==> config.mk <==
export PLATFORM = sky130hd
export DESIGN_NAME = status_readout
export DESIGN_NICKNAME = d
export VERILOG_FILES = /design/src/rtl/status_readout_pkg.sv /design/src/rtl/status_readout_frame_shifter.sv /design/src/rtl/status_readout.sv
export SDC_FILE = /design/constraint.sdc
export NUM_CORES = 1
export LEC_CHECK = 0
export ABC_CLOCK_PERIOD_IN_PS = 2660
export BUFFER_PORTS_ARGS = -buffer_cell sky130_fd_sc_hd__buf_2
export CORE_ASPECT_RATIO = 1.75
export CORE_MARGIN = 8
export CORE_UTILIZATION = 29
export DETAILED_ROUTE_END_ITERATION = 12
export GPL_TIMING_DRIVEN = 0
export MAX_ROUTING_LAYER = met4
export PLACE_DENSITY = 0.57
export SYNTH_ARGS = -nofsm -noshare
export SYNTH_HDL_FRONTEND = slang
export SYNTH_SLANG_ARGS = --single-unit
==> constraint.sdc <==
create_clock -name CLK -period 2.66 [get_ports CLK]
set_input_delay 0.532 -clock CLK [delete_from_list [all_inputs] [get_ports CLK]]
set_output_delay 0.532 -clock CLK [all_outputs]
set_load 0.05 [all_outputs]
==> src/rtl/status_readout_pkg.sv <==
// Shared types and helpers for the status read-back path.
package status_readout_pkg;

    typedef enum logic [1:0] {
        IDLE    = 2'd0,
        CAPTURE = 2'd1,
        SHIFT   = 2'd2,
        DONE    = 2'd3
    } readout_state_t;

    localparam int unsigned DEF_N_STRUCT = 8;
    localparam int unsigned DEF_ADDR_W   = 3;
    localparam int unsigned DEF_STATUS_W = 8;
    localparam int unsigned DEF_BIT_DIV  = 4;

    // Widest addr+status payload the parity helper accepts; zero padding leaves parity unchanged.
    localparam int unsigned PARITY_MAX_W = 64;

    function automatic int unsigned frame_len(input int unsigned addr_w, input int unsigned status_w);
        return 2 + addr_w + status_w;
    endfunction

    // Divider counter needs at least one bit to exist even when BIT_DIV is 1.
    function automatic int unsigned div_width(input int unsigned bit_div);
        return (bit_div > 1) ? $clog2(bit_div) : 1;
    endfunction

    function automatic logic even_parity(input logic [PARITY_MAX_W-1:0] v);
        return ^v;
    endfunction

endpackage

==> src/rtl/status_readout_frame_shifter.sv <==
// Parallel-load, MSB-first frame shift register; each bit held BIT_DIV cycles.
module status_readout_frame_shifter
    import status_readout_pkg::*;
#(
    parameter int unsigned FRAME_LEN = 13,
    parameter int unsigned BIT_DIV   = 4
) (
    input  logic                 CLK,
    input  logic                 RST,
    input  logic                 load,
    input  logic [FRAME_LEN-1:0] load_data,
    input  logic                 shift_active,
    output logic                 sdo,
    output logic                 last_bit
);

    localparam int unsigned DIV_W = div_width(BIT_DIV);
    localparam int unsigned CNT_W = $clog2(FRAME_LEN + 1);

    logic [FRAME_LEN-1:0] sr_q, sr_d;
    logic [DIV_W-1:0]     div_q, div_d;
    logic [CNT_W-1:0]     cnt_q, cnt_d;
    logic                 last_bit_q, last_bit_d;
    logic                 bit_end_c;

    // Zeros are shifted in, so sdo returns to 0 once the whole frame has left.
    always_comb begin
        sr_d      = sr_q;
        div_d     = div_q;
        cnt_d     = cnt_q;
        bit_end_c = (div_q == DIV_W'(BIT_DIV - 1));
        if (load) begin
            sr_d  = load_data;
            div_d = '0;
            cnt_d = '0;
        end else if (shift_active) begin
            if (bit_end_c) begin
                div_d = '0;
                sr_d  = {sr_q[FRAME_LEN-2:0], 1'b0};
                cnt_d = cnt_q + CNT_W'(1);
            end else begin
                div_d = div_q + DIV_W'(1);
            end
        end
        last_bit_d = (cnt_d == CNT_W'(FRAME_LEN - 1)) && (div_d == DIV_W'(BIT_DIV - 1));
    end

    always_ff @(posedge CLK) begin
        if (RST) begin
            sr_q       <= '0;
            div_q      <= '0;
            cnt_q      <= '0;
            last_bit_q <= 1'b0;
        end else begin
            sr_q       <= sr_d;
            div_q      <= div_d;
            cnt_q      <= cnt_d;
            last_bit_q <= last_bit_d;
        end
    end

    assign sdo      = sr_q[FRAME_LEN-1];
    assign last_bit = last_bit_q;

endmodule

==> src/rtl/status_readout.sv <==
// Host read-back of one test-structure status word, framed with address echo
// and even parity, serialised MSB-first on a single pin.
module status_readout
    import status_readout_pkg::*;
#(
    parameter int unsigned N_STRUCT = DEF_N_STRUCT,
    parameter int unsigned ADDR_W   = DEF_ADDR_W,
    parameter int unsigned STATUS_W = DEF_STATUS_W,
    parameter int unsigned BIT_DIV  = DEF_BIT_DIV
) (
    input  logic                         CLK,
    input  logic                         RST,
    input  logic                         rd_req,
    input  logic [ADDR_W-1:0]            rd_addr,
    input  logic [N_STRUCT*STATUS_W-1:0] status_bus,
    output logic                         busy,
    output logic                         sdo,
    output logic                         sdo_valid,
    output logic                         done,
    output logic                         err
);

    localparam int unsigned FRAME_LEN = frame_len(ADDR_W, STATUS_W);

    readout_state_t       state_q, state_d;
    logic [ADDR_W-1:0]    addr_q, addr_d;
    logic                 err_q, err_d;
    logic                 done_q, done_d;
    logic                 busy_q, busy_d;
    logic                 valid_q, valid_d;

    logic                 addr_bad_c;
    logic                 load_c;
    logic                 shift_last;
    logic [STATUS_W-1:0]  status_sel_c;
    logic [FRAME_LEN-1:0] frame_c;

    // Extra MSB lets N_STRUCT == 2**ADDR_W compare without overflow.
    assign addr_bad_c = ({1'b0, rd_addr} >= (ADDR_W + 1)'(N_STRUCT));

    always_comb begin
        status_sel_c = '0;
        for (int unsigned i = 0; i < N_STRUCT; i++) begin
            if (addr_q == ADDR_W'(i)) begin
                status_sel_c = status_bus[i*STATUS_W +: STATUS_W];
            end
        end
    end

    assign frame_c = {1'b1, addr_q, status_sel_c,
                      even_parity(PARITY_MAX_W'({addr_q, status_sel_c}))};
    assign load_c  = (state_q == CAPTURE);

    // Out-of-range requests skip CAPTURE/SHIFT and report via err.
    always_comb begin
        state_d = state_q;
        addr_d  = addr_q;
        err_d   = err_q;
        unique case (state_q)
            IDLE: begin
                if (rd_req) begin
                    addr_d  = rd_addr;
                    err_d   = addr_bad_c;
                    state_d = addr_bad_c ? DONE : CAPTURE;
                end
            end
            CAPTURE: begin
                err_d   = 1'b0;
                state_d = SHIFT;
            end
            SHIFT: begin
                if (shift_last) begin
                    state_d = DONE;
                end
            end
            DONE: begin
                state_d = IDLE;
            end
            default: begin
                state_d = IDLE;
            end
        endcase
        busy_d  = (state_d != IDLE);
        valid_d = (state_d == SHIFT);
        done_d  = (state_d == DONE);
    end

    always_ff @(posedge CLK) begin
        if (RST) begin
            state_q <= IDLE;
            addr_q  <= '0;
            err_q   <= 1'b0;
            done_q  <= 1'b0;
            busy_q  <= 1'b0;
            valid_q <= 1'b0;
        end else begin
            state_q <= state_d;
            addr_q  <= addr_d;
            err_q   <= err_d;
            done_q  <= done_d;
            busy_q  <= busy_d;
            valid_q <= valid_d;
        end
    end

    status_readout_frame_shifter #(
        .FRAME_LEN (FRAME_LEN),
        .BIT_DIV   (BIT_DIV)
    ) u_shifter (
        .CLK          (CLK),
        .RST          (RST),
        .load         (load_c),
        .load_data    (frame_c),
        .shift_active (state_q == SHIFT),
        .sdo          (sdo),
        .last_bit     (shift_last)
    );

    assign busy      = busy_q;
    assign sdo_valid = valid_q;
    assign done      = done_q;
    assign err       = err_q;

endmodule

==> flow_metrics.py <==
metrics = {
    "placement": {
        "place_ws_ns": -0.138,
        "post-dp-hpwl_mm": 5.62,
        "routabilityCongestion": 0.815,
        "portBuffers": 73,
    },
    "power_and_ir_drop": {
        "vdd_drop_max_uv": 349,
        "cellLeakagePower_nw": 1.15,
        "clkPwrFrac_pct": 16.9,
        "p_sw_uw": 935,
        "seq_power_share_pct": 24.7,
        "combPwrFrac_pct": 58.3,
        "fin_total_pwr_mw": 2.18,
        "internal_power_mw": 1.24,
        "power.density_nw_per_um2": 781,
        "swShare_pct": 42.9,
    },
    "critical_path": {
        "crit_path_start_kind": "register",
        "worstPathArrival_ns": 2.77,
        "cp_slowest_cell": "dfxtp_4",
        "crit_type": "register to register",
        "cp.required_ns": 2.87,
        "crit_fanout": 7,
        "cp_cell_sequence": "inv_1 -> ha_2 -> nor2b_2 -> buf_6 -> a221o_1 -> a221oi_2 -> o211ai_1 -> a211o_1 -> a2111oi_2 -> nand3b_1",
        "cp_slowest_stage_delay_ns": 0.38,
        "endpoint_kind": "register",
    },
    "logic_synthesis": {
        "synth_flop_cell": "dfxtp_1",
        "ys_seq_area_share_pct": 26.7,
        "syn_nets": 350,
        "synth.area.top_cells": "dfxtp_1, a21oi_1, ha_1",
        "avgSynthCellArea_um2": 7.79,
        "yosysTopAreaCell": "dfxtp_1",
        "ys_seq_elements": 28,
        "ys_types": 50,
        "synth_cells": 270,
        "syn_area_um2": 2100,
        "synth_edf_count": 0,
        "yosysTopAreaCellShare_pct": 26.7,
        "postSynth.asyncResetShare_pct": 0,
        "ys_warn_count": 0,
    },
    "outcome": {
        "run_status": "completed",
    },
    "sta": {
        "tns_ns": 0,
        "skew_ns": 0.00617,
        "finalHoldViolCount": 0,
        "period_minus_slack_ns": 2.57,
        "whs_ns": 0.484,
        "fin_ws_ns": 0.0923,
        "fmax_ghz": 0.389,
        "setup-violations-final": 0,
        "slew_headroom_pct": 59.9,
        "slew_violations": 0,
        "finalCritPeriodShare_pct": 96.5,
        "tightest_slew_ns": 0.601,
    },
    "drt": {
        "drc": 0,
        "via_per_inst": 5.17,
        "drt_iter0_drc": 73,
        "routed_wl_mm": 6.77,
        "routed-via-count": 2260,
        "firstDrtPassIters": 4,
        "drt.antenna.violating_nets": 0,
        "wl_per_cell_um": 15.5,
    },
    "die": {
        "die_area_um2": 10300,
        "start_util_pct": 29.5,
        "pin_count": 75,
        "core_um2": 7130,
        "dieHeight_um": 129,
        "fp.dieW_um": 80.4,
        "placementRows": 41,
    },
    "global_route": {
        "grt_pass1_wl_mm": 10.4,
        "overflow": 0,
        "antenna_found_initial": 0,
        "grt_start_max_net_pins": 16,
        "grt_pass1_vias": 2256,
        "gr-usage-all-layers_pct": 12.8,
    },
    "clock_tree": {
        "hold_buffers": 0,
        "clock_latency_ns": 0.26,
        "cts.sinks": 28,
        "clk_pin_slew_ns": 0.07,
        "root_buffer": "clkbuf_16",
        "h-tree-depth": 1,
        "cts_tree": "yes",
        "cts_buffer_depth": 2,
        "numCtsBuffers": 3,
    },
    "final_layout": {
        "diodes": 0,
        "nNetsFinal": 432,
        "drive_gt1_share_pct": 32.5,
        "fin_util_pct": 39.1,
        "area_delta_synth_final_pct": 32.7,
    },
    "job": {
        "cap_violations": 0,
    },
    "worst_hold_path": {
        "hold_path.class": "register to register",
    },
}
-- area by class of cell --
cell class | instances | area (um^2)
Fill cell | 747 | 4340
Multi-Input combinational cell | 206 | 1440
Sequential cell | 28 | 568
Timing Repair Buffer | 77 | 395
Buffer | 22 | 140
Tap cell | 86 | 108
Clock buffer | 4 | 88.8
Inverter | 14 | 52.6
-- worst max-delay path, delay by kind of cell, from the launching register on --
kind / cells / cell delay [ns]
AOI/OAI and AO/OA: 5 / 1.44
adders and majority gates: 1 / 0.18
buffers and inverters: 2 / 0.20
DFF: 1 / 0.38
and+or+nand+nor: 2 / 0.31
-- synth_stat cells (2+ instances only) --
master    count
nand3b_1     10
a211oi_1     13
buf_4         4
buf_6         4
nor2_1       22
and2_1        2
a22oi_1       3
nand3_1       6
mux2i_1       6
nor2b_1       9
a221oi_1      8
a21oi_1      27
xor2_1        4
o21ai_0      10
buf_1         2
nand2_1      17
and3_1        3
or2_1         2
nand2b_1      5
buf_2         3
clkbuf_1      9
a221o_1       2
nor3_1        3
o22ai_1       7
a22o_1        2
a211o_1       3
o21a_1        4
inv_1        14
o211ai_1      6
or2_2         3
o21ai_1       2
ha_1         10
dfxtp_1      28
-- stage by stage --
step | cell area [um^2] | std cells
2_1_floorplan | 2100 | 270
3_3_place_gp | 2580 | 429
3_5_place_dp | 2580 | 429
4_1_cts | 2690 | 433
5_1_grt | 2790 | 437
6_report | 2790 | 437
-- placed cells by master, fill, tap and decap left out, types with 2 or more instances in the layout --
| master | instances |
|---|---|
| a211o_1 | 3 |
| a211oi_1 | 11 |
| a211oi_2 | 2 |
| a21oi_1 | 26 |
| a221o_1 | 2 |
| a221oi_1 | 5 |
| a221oi_2 | 4 |
| a22o_1 | 2 |
| a22oi_1 | 3 |
| and2_1 | 2 |
| and3_1 | 3 |
| buf_1 | 2 |
| buf_2 | 74 |
| buf_4 | 9 |
| buf_6 | 3 |
| clkbuf_1 | 9 |
| clkbuf_16 | 3 |
| dfxtp_1 | 26 |
| dfxtp_4 | 2 |
| ha_1 | 8 |
| inv_1 | 14 |
| mux2i_1 | 6 |
| nand2_1 | 17 |
| nand2b_1 | 5 |
| nand3_1 | 6 |
| nand3b_1 | 10 |
| nor2_1 | 22 |
| nor2b_1 | 8 |
| nor3_1 | 3 |
| o211ai_1 | 6 |
| o21a_1 | 4 |
| o21ai_0 | 9 |
| o21ai_1 | 3 |
| o22ai_1 | 6 |
| or2_1 | 2 |
| or2_2 | 3 |
| xor2_1 | 4 |
-- registers in the layout (all words and copies together), names as in the netlist --
signal	flops
sdo_valid	1
busy	1
u_shifter.div_q	2
addr_q	3
u_shifter.sr_q	13
u_shifter.last_bit	1
state_q	2
u_shifter.cnt_q	4
done	1
-- final timing paths --
path / from / to / slack [ns] / cells after the start
worst min-delay path: u_shifter.sr_q[6] / u_shifter.sr_q[6] / 0.48 / 2
worst max register to register: addr_q[0] / u_shifter.sr_q[0] / 0.09 / 10
worst max-delay path: addr_q[0] / u_shifter.sr_q[0] / 0.09 / 10
worst min register to register: u_shifter.sr_q[6] / u_shifter.sr_q[6] / 0.48 / 2
-- routing by layer --
layer  GRT usage [%]  share of wire [%]  vias to the layer above
met1            11.3                 34                     1048
met4            5.17                1.3                        0
li1                -                  -                     1148
met2            24.9                 58                       56
met3            2.65                5.8                        8
met5               -                  0                        -
-- cells by family (layout without fill, tap and decap cells) --
family	after synthesis	count (layout)	synth area share (%)
AO/OA/AOI/OAI	98	98	32.1
XOR/XNOR	4	4	1.67
multiplexers	6	6	2.86
adder cells (fa/ha/maj)	10	10	5.95
buffers and inverters	36	117	8.74
flip-flops	28	28	26.7
other	1	1	0.178
AND/OR/NAND/NOR	87	87	21.9
-- power by group through the flow --
| stage | logic, mW | registers [mW] | clock network [mW] |
|---|---|---|---|
| 4_1_cts | 1.18 | 0.537 | 0.381 |
| 6_report | 1.27 | 0.539 | 0.369 |
| 3_3_place_gp | 1.15 | 0.544 | 0 |
| 3_5_place_dp | 1.15 | 0.547 | 0 |
| 2_1_floorplan | 0.794 | 0.607 | 0 |
| 5_1_grt | 1.39 | 0.548 | 0.397 |
-- timing repair --
| action | CTS | global route |
|---|---|---|
| endpoints found under the setup margin | 1 | 1 |
| setup buffers | 0 | 4 |
| gates resized for setup | 5 | 19 |
| pin swaps | 0 | 7 |
Power figures use the tool's default switching activity.
